## config.mk

```make
export PLATFORM = sky130hd
export DESIGN_NAME = cpu_mem_if_flat
export DESIGN_NICKNAME = d
export VERILOG_FILES = /design/src/rtl/cpu_mem_if_if.sv /design/src/rtl/cpu_mem_if.sv /design/src/flat_wrapper.sv
export SDC_FILE = /design/constraint.sdc
export NUM_CORES = 1
export LEC_CHECK = 0
export ABC_CLOCK_PERIOD_IN_PS = 8100
export CAP_MARGIN = 20
export CORE_UTILIZATION = 40
export DETAILED_ROUTE_END_ITERATION = 10
export PLACE_DENSITY = 0.81
export SLEW_MARGIN = 15
export SYNTH_ARGS = -nofsm -noshare
export SYNTH_HDL_FRONTEND = slang
export SYNTH_SLANG_ARGS = --single-unit
```

## constraint.sdc

```tcl
create_clock -name clk -period 8.1 [get_ports clk]
set_input_delay 1.62 -clock clk [delete_from_list [all_inputs] [get_ports clk]]
set_output_delay 1.62 -clock clk [all_outputs]
set_load 0.05 [all_outputs]
```

## src/rtl/cpu_mem_if_if.sv

```systemverilog
// ---------------------------------------------------------------------------
// CpuMemIfIf: signal bundle between a small CPU core, its memory, and the
// cpu_mem_if access sequencer.
//
// Contents:
//   CPU request side : fetch, ld, st, da_in, wdata, pc_load, pc_mode,
//                      pc_off, pc_tgt
//   Memory side      : mem_rdata, mem_rdy (into the sequencer),
//                      mem_cmd, mem_addr, mem_wdata (out of the sequencer)
//   Status side      : pc, ir, rdata, busy, done, err
//
// Modports:
//   slave  - the cpu_mem_if sequencer itself
//   master - the surrounding environment (core plus memory model)
// ---------------------------------------------------------------------------
interface cpu_mem_if_if #(
    parameter int AW = 9,
    parameter int DW = 16
);
    logic          fetch;
    logic          ld;
    logic          st;
    logic [AW-1:0] da_in;
    logic [DW-1:0] wdata;
    logic          pc_load;
    logic [1:0]    pc_mode;
    logic [AW-1:0] pc_off;
    logic [AW-1:0] pc_tgt;
    logic [DW-1:0] mem_rdata;
    logic          mem_rdy;
    logic [1:0]    mem_cmd;
    logic [AW-1:0] mem_addr;
    logic [DW-1:0] mem_wdata;
    logic [AW-1:0] pc;
    logic [DW-1:0] ir;
    logic [DW-1:0] rdata;
    logic          busy;
    logic          done;
    logic          err;

    modport slave (
        input  fetch, ld, st, da_in, wdata, pc_load, pc_mode, pc_off, pc_tgt,
        input  mem_rdata, mem_rdy,
        output mem_cmd, mem_addr, mem_wdata,
        output pc, ir, rdata, busy, done, err
    );

    modport master (
        output fetch, ld, st, da_in, wdata, pc_load, pc_mode, pc_off, pc_tgt,
        output mem_rdata, mem_rdy,
        input  mem_cmd, mem_addr, mem_wdata,
        input  pc, ir, rdata, busy, done, err
    );
endinterface

```

## src/rtl/cpu_mem_if.sv

```systemverilog
// ---------------------------------------------------------------------------
// cpu_mem_if: single-outstanding-access sequencer between a CPU core and a
// memory with a ready handshake.  It owns the program counter, the
// instruction register and the load-data register.
//
// Ports:
//   clk   - sole clock, everything updates on its rising edge
//   reset - synchronous, active-low
//   bus   - cpu_mem_if_if.slave bundle (requests, memory handshake, status)
//
// Behaviour summary:
//   IDLE takes one action per cycle (pc_load > st > ld > fetch).  A memory
//   access holds mem_cmd until mem_rdy, then pulses done.  If the memory
//   stays not-ready for MAX_WAIT cycles, the access is dropped and err
//   pulses instead.
// ---------------------------------------------------------------------------
module cpu_mem_if #(
    parameter int            AW       = 9,
    parameter int            DW       = 16,
    parameter logic [AW-1:0] RST_PC   = '0,
    parameter int            MAX_WAIT = 15
) (
    input  logic         clk,
    input  logic         reset,
    cpu_mem_if_if.slave  bus
);

    localparam logic [1:0] S_IDLE  = 2'd0;
    localparam logic [1:0] S_FETCH = 2'd1;
    localparam logic [1:0] S_LOAD  = 2'd2;
    localparam logic [1:0] S_STORE = 2'd3;

    localparam logic [1:0] CMD_NONE  = 2'b00;
    localparam logic [1:0] CMD_READ  = 2'b01;
    localparam logic [1:0] CMD_WRITE = 2'b10;

    // The counter holds the number of not-ready cycles already seen, so the
    // access is abandoned on the not-ready cycle that would make it MAX_WAIT.
    localparam logic [7:0] WAIT_LAST = 8'(MAX_WAIT - 1);

    logic [1:0]    r_state;
    logic [AW-1:0] r_pc;
    logic [DW-1:0] r_ir;
    logic [DW-1:0] r_rdata;
    logic [AW-1:0] r_addr;
    logic [DW-1:0] r_wdata;
    logic [7:0]    r_wait;
    logic          r_done;
    logic          r_err;

    logic [AW-1:0] w_pc_next;
    logic [1:0]    w_cmd;
    logic [AW-1:0] w_addr;
    logic [DW-1:0] w_wdata;
    logic          w_busy;

    assign w_busy = (r_state != S_IDLE);

    // PC update value selected by pc_mode.  All sums are AW bits wide, so
    // they wrap naturally modulo 2^AW, including negative offsets.
    always_comb begin
        w_pc_next = r_pc;
        case (bus.pc_mode)
            2'b00:   w_pc_next = r_pc + AW'(1);
            2'b01:   w_pc_next = r_pc + AW'(1) + bus.pc_off;
            2'b10:   w_pc_next = bus.pc_tgt;
            default: w_pc_next = RST_PC;
        endcase
    end

    // Main state register.  IDLE arbitrates the incoming requests and
    // latches the address and store data; the busy states wait for mem_rdy,
    // which beats the timeout when both land on the same cycle.  done and
    // err default low every cycle so each is a single-cycle pulse.
    always_ff @(posedge clk) begin
        if (!reset) begin
            r_state <= S_IDLE;
            r_pc    <= RST_PC;
            r_ir    <= '0;
            r_rdata <= '0;
            r_addr  <= '0;
            r_wdata <= '0;
            r_wait  <= '0;
            r_done  <= 1'b0;
            r_err   <= 1'b0;
        end else begin
            r_done <= 1'b0;
            r_err  <= 1'b0;
            if (r_state == S_IDLE) begin
                if (bus.pc_load) begin
                    r_pc <= w_pc_next;
                end else if (bus.st || bus.ld || bus.fetch) begin
                    r_addr  <= bus.da_in;
                    r_wdata <= bus.wdata;
                    r_wait  <= '0;
                    if (bus.st) begin
                        r_state <= S_STORE;
                    end else if (bus.ld) begin
                        r_state <= S_LOAD;
                    end else begin
                        r_state <= S_FETCH;
                    end
                end
            end else if (bus.mem_rdy) begin
                if (r_state == S_FETCH) begin
                    r_ir <= bus.mem_rdata;
                    r_pc <= r_pc + AW'(1);
                end else if (r_state == S_LOAD) begin
                    r_rdata <= bus.mem_rdata;
                end
                r_done  <= 1'b1;
                r_state <= S_IDLE;
            end else begin
                r_wait <= r_wait + 8'd1;
                if (r_wait == WAIT_LAST) begin
                    r_err   <= 1'b1;
                    r_state <= S_IDLE;
                end
            end
        end
    end

    // Memory-side outputs decode straight from the state so they change on
    // the same edge that enters or leaves a busy state; IDLE drives zeros.
    always_comb begin
        w_cmd   = CMD_NONE;
        w_addr  = '0;
        w_wdata = '0;
        case (r_state)
            S_FETCH: begin
                w_cmd  = CMD_READ;
                w_addr = r_pc;
            end
            S_LOAD: begin
                w_cmd  = CMD_READ;
                w_addr = r_addr;
            end
            S_STORE: begin
                w_cmd   = CMD_WRITE;
                w_addr  = r_addr;
                w_wdata = r_wdata;
            end
            default: begin
                w_cmd   = CMD_NONE;
                w_addr  = '0;
                w_wdata = '0;
            end
        endcase
    end

    assign bus.mem_cmd   = w_cmd;
    assign bus.mem_addr  = w_addr;
    assign bus.mem_wdata = w_wdata;
    assign bus.pc        = r_pc;
    assign bus.ir        = r_ir;
    assign bus.rdata     = r_rdata;
    assign bus.busy      = w_busy;
    assign bus.done      = r_done;
    assign bus.err       = r_err;

endmodule

```

## src/flat_wrapper.sv

```systemverilog
// flat-port wrapper written by rule: the top's interface ports become plain ports
module cpu_mem_if_flat 
#(
    parameter int            AW       = 9,
    parameter int            DW       = 16,
    parameter logic [AW-1:0] RST_PC   = '0,
    parameter int            MAX_WAIT = 15
)
  (clk, reset, bus_fetch, bus_ld, bus_st, bus_da_in, bus_wdata, bus_pc_load, bus_pc_mode, bus_pc_off, bus_pc_tgt, bus_mem_rdata, bus_mem_rdy, bus_mem_cmd, bus_mem_addr, bus_mem_wdata, bus_pc, bus_ir, bus_rdata, bus_busy, bus_done, bus_err);
  cpu_mem_if_if #(.AW(AW), .DW(DW)) bus_i ();
  input  logic clk;
  input  logic reset;
  input wire logic [$bits(bus_i.fetch)-1:0] bus_fetch;
  input wire logic [$bits(bus_i.ld)-1:0] bus_ld;
  input wire logic [$bits(bus_i.st)-1:0] bus_st;
  input wire logic [$bits(bus_i.da_in)-1:0] bus_da_in;
  input wire logic [$bits(bus_i.wdata)-1:0] bus_wdata;
  input wire logic [$bits(bus_i.pc_load)-1:0] bus_pc_load;
  input wire logic [$bits(bus_i.pc_mode)-1:0] bus_pc_mode;
  input wire logic [$bits(bus_i.pc_off)-1:0] bus_pc_off;
  input wire logic [$bits(bus_i.pc_tgt)-1:0] bus_pc_tgt;
  input wire logic [$bits(bus_i.mem_rdata)-1:0] bus_mem_rdata;
  input wire logic [$bits(bus_i.mem_rdy)-1:0] bus_mem_rdy;
  output wire logic [$bits(bus_i.mem_cmd)-1:0] bus_mem_cmd;
  output wire logic [$bits(bus_i.mem_addr)-1:0] bus_mem_addr;
  output wire logic [$bits(bus_i.mem_wdata)-1:0] bus_mem_wdata;
  output wire logic [$bits(bus_i.pc)-1:0] bus_pc;
  output wire logic [$bits(bus_i.ir)-1:0] bus_ir;
  output wire logic [$bits(bus_i.rdata)-1:0] bus_rdata;
  output wire logic [$bits(bus_i.busy)-1:0] bus_busy;
  output wire logic [$bits(bus_i.done)-1:0] bus_done;
  output wire logic [$bits(bus_i.err)-1:0] bus_err;
  assign bus_i.fetch = bus_fetch;
  assign bus_i.ld = bus_ld;
  assign bus_i.st = bus_st;
  assign bus_i.da_in = bus_da_in;
  assign bus_i.wdata = bus_wdata;
  assign bus_i.pc_load = bus_pc_load;
  assign bus_i.pc_mode = bus_pc_mode;
  assign bus_i.pc_off = bus_pc_off;
  assign bus_i.pc_tgt = bus_pc_tgt;
  assign bus_i.mem_rdata = bus_mem_rdata;
  assign bus_i.mem_rdy = bus_mem_rdy;
  assign bus_mem_cmd = bus_i.mem_cmd;
  assign bus_mem_addr = bus_i.mem_addr;
  assign bus_mem_wdata = bus_i.mem_wdata;
  assign bus_pc = bus_i.pc;
  assign bus_ir = bus_i.ir;
  assign bus_rdata = bus_i.rdata;
  assign bus_busy = bus_i.busy;
  assign bus_done = bus_i.done;
  assign bus_err = bus_i.err;
  cpu_mem_if #(.AW(AW), .DW(DW), .RST_PC(RST_PC), .MAX_WAIT(MAX_WAIT)) u_core (.clk(clk), .reset(reset), .bus(bus_i));
endmodule
```

==> summary.md <==
| Metric | Value |
|---|---|
| Hold Fails Final Rpt | `0` |
| Sort of element at the start of the critical path | `flop` |
| Data arrival, critical path | `2.64 ns` |
| Critical-path maximum fanout | `18` |
| Aggregate global-route resource usage | `22.5%` |
| Run status | `completed` |
| Top-Level Pins | `139` |
| Number of antenna violations at the first check in global routing | `0` |
| Portion of the post-synthesis area used by sequential elements | `39.0%` |
| Post-CTS setup buffer count | `0` |
| Count of buffers from port buffering | `138` |
| Drt first pass iters | `4` |
| Die width | `102 um` |
| Clock power frac | `30.4%` |
| CP Data Required Time | `6.48 ns` |
| Vias post-DR | `3912` |
| Number of maximum-capacitance violations | `0` |
| Number of resized instances in the post-cts repair step | `0` |
| Share of the clock period used by the worst path | `52.6%` |
| Net Count, Synth | `584` |
| Cell with the biggest individual delay on the critical path | `sky130_fd_sc_hd__clkdlybuf4s50_1` |
| Final setup margin | `3.84 ns` |
| Relative slew margins | `55.4%` |
| Final critical delay including setup and external delays | `4.26 ns` |
| Clock latency reported for the late side of the worst-skew pair | `0.35 ns` |
| Final setup violation count | `0` |
| Number of fillers in the final layout | `900` |
| Count of nets left with antenna violations after detail routing | `0` |
| Internal power of the cells | `0.000652 W` |
| Area occupied by registers | `1560 um2` |
| Synthesis Warnings | `0` |
| Series of cell instances along the critical path | `ha_1 > or2_2 > a22oi_1 > nor2_1 > clkdlybuf4s50_1` |
| Setup crit end kind | `primary output` |
| DRC violations left | `0` |
| Fraction of final layout cells sized beyond drive strength 1 | `4.79%` |
| Initial standard-cell utilization of the core | `41.1%` |
| HPWL Detailed | `8360 um` |
| Class of the tightest hold or removal check | `flop to flop` |
| Total leakage power | `2.08 nW` |
| Synth top area cells | `sky130_fd_sc_hd__dfxtp_1 39%, sky130_fd_sc_hd__nand2_1 12%, sky130_fd_sc_hd__a21boi_0 11%, sky130_fd_sc_hd__ha_1 4.7%, sky130_fd_sc_hd__and2_1 3.4%` |
| Buf/Inv on CP | `1` |
| CTS tree | `done` |
| Flip-flop and latch count after synthesis | `78` |
| Synth Area per Inst | `8.01 um2` |
| Library cells used by synthesis | `55` |
| Upper clock frequency limit | `0.235 GHz` |
| Type of the setup path with the least slack | `flop to primary output` |
| Area taken by multi-input logic gates | `2280 um2` |
| Post-synthesis cell area | `4000 um2` |
| Die height | `102 um` |
| Final weighted congestion in routability-driven placement | `0.870` |
| Async SR Flop Fraction | `0%` |
| Fin Clk Skew | `0.00720 ns` |
| Sequential power share | `43.7%` |
| Worst voltage drop across the vdd grid | `99.2 uV` |
| H-tree levels | `3` |
| Post-cts hold buffer count | `0` |
| Maximum number of pins on one net before global-route repair | `77` |
| Power density over the cells | `171 nW/um2` |
| Area added between synthesis and finish | `41.1%` |
| Sum of internal, switching and leakage power | `0.000968 W` |
| Slew Viols, Final | `0` |
| WL per Instance | `15.0 um` |
| Clock root buffer | `sky130_fd_sc_hd__clkbuf_8` |
| Worst path top cell family by delay | `buffers and inverters` |
| Total CTS buffers | `9` |
| Area fraction of the dominant cell type after synthesis | `39.0%` |
| Sw Pwr | `0.000316 W` |
| Switching fraction of total power | `32.7%` |
| Inserted Diodes | `0` |
| Post-detailed-routing wire length | `11400 um` |
| Clock net sink count | `78` |
| Slew of the pin with the lowest slew margin | `0.667 ns` |
| Cell taking the most area after synthesis | `sky130_fd_sc_hd__dfxtp_1` |
| Most instantiated flip-flop cell in the synthesis netlist | `sky130_fd_sc_hd__dfxtp_1` |
| Global-route wire length before repair | `18200 um` |
| Number of enable flip-flop cells after synthesis | `0` |
| Most frequent cell after synthesis | `sky130_fd_sc_hd__nand2_1` |
| Setup slack after placement | `4.06 ns` |
| Vias per std cell | `5.15` |
| Maximum buffer depth of the clock tree | `2` |
| Slowest cell delay on critical path | `0.83 ns` |
| Vias in the first global route | `3746` |
| Clock Pin Slew Worst Setup and Hold Paths | `0.08 ns` |
| Combinational Power Share | `25.9%` |
| Total Negative Setup Slacks | `0 ns` |
| First-iteration detailed-routing DRC count | `136` |
| Post-Syn Instances | `500` |
| Core ar. | `9730 um2` |
| Cell types with the highest counts after synthesis | `126 x sky130_fd_sc_hd__nand2_1, 78 x sky130_fd_sc_hd__dfxtp_1, 57 x sky130_fd_sc_hd__a21boi_0, 29 x sky130_fd_sc_hd__clkbuf_1, 29 x sky130_fd_sc_hd__nor2_1` |
| Number of standard-cell rows in the floorplan | `36` |
| Aggregate global routing overflow | `0` |
| Die Area | `10400 um2` |
| Number of nets in the layout | `705` |
| Setup repair after global routing missed its margin | `no` |
[power by group through the flow]
| stage | Clock, W | Sequential (W) | Combinational [W] |
|---|---|---|---|
| finish | 0.000294 | 0.000423 | 0.000251 |
| global placement | 0 | 0.000431 | 0.000245 |
| CTS | 0.000300 | 0.000423 | 0.000251 |
| floorplan | 0 | 0.000454 | 0.000134 |
| detailed placement | 0 | 0.000432 | 0.000249 |
| global route | 0.000318 | 0.000426 | 0.000272 |
[state kept, by name, summed over array words and instances, names as in the netlist]
name,count
u_core.bus.ir,16
u_core.bus.rdata,16
u_core.r_wdata,16
u_core.bus.pc,9
u_core.r_addr,9
u_core.r_wait,8
u_core.r_state,2
u_core.bus.done,1
u_core.bus.err,1
[kinds of logic after synthesis]
group	count (synthesis)	synth area share (%)
adders and majority gates	16	5.19
and+or+nand+nor	220	24.8
xor gates and xnor gates	17	3.72
DFF	78	39.0
buffers and inverters	43	4.06
muxes	3	0.781
AOI/OAI and AO/OA	123	22.4
[final timing paths]
kind	slack, ns	startpoint	cells after the start	end
worst max-delay path	3.84	u_core.r_state[0]$_SDFFE_PN0P_	5	bus_mem_addr[8]
worst min-delay path	0.46	u_core.r_wdata[4]$_SDFFE_PN0P_	2	u_core.r_wdata[4]$_SDFFE_PN0P_
worst max register to register	5.04	u_core.bus.pc[0]$_SDFFE_PN0P_	11	u_core.bus.pc[8]$_SDFFE_PN0P_
worst min register to register	0.46	u_core.r_wdata[4]$_SDFFE_PN0P_	2	u_core.r_wdata[4]$_SDFFE_PN0P_
[stage by stage]
stage / area [um2] / hold slack (ns) / cells / util, %
finish: 5650 / 0.464 / 759 / 58.1
global route: 5650 / 0.493 / 759 / 58.1
CTS: 5650 / 0.465 / 759 / 58.1
detailed placement: 5450 / 0.454 / 743 / 56.0
global placement: 5450 / 0.447 / 743 / 56.0
floorplan: 4000 / 0.439 / 500 / -
[area by class of cell]
cell class	instances	share of cell area [%]
well taps	133	2.95
inverters	12	0.798
flip-flops and latches	78	27.6
clock inverters	7	1.31
multi-input cells	379	40.3
clock buffers	9	2.19
repair buffers	141	24.8
[cells in the final DEF (no fill, tap or decap), drive strengths merged, types with 12 or more instances in the layout]
master and n:
ha 15, a21boi 57, a22oi 12, xor2 12, clkdlybuf4s50 137, dfxtp 78, and2 22, nor2 29
o21ai 14, inv 13, nand2 128
[layer usage]
metal / track usage [%] / share of wire, %
met1: 28.0 / 44
met2: 37.9 / 47
met5: 0 / 0
met4: 5.60 / 1.1
met3: 7.11 / 8.1
[worst min-delay path, stage by stage, from the launching register on]
cell and delay (ns):
sky130_fd_sc_hd__dfxtp_1 0.31, sky130_fd_sc_hd__nand2_1 0.04, sky130_fd_sc_hd__a21boi_0 0.06
Note: power is estimated with default switching activity, not from simulation.
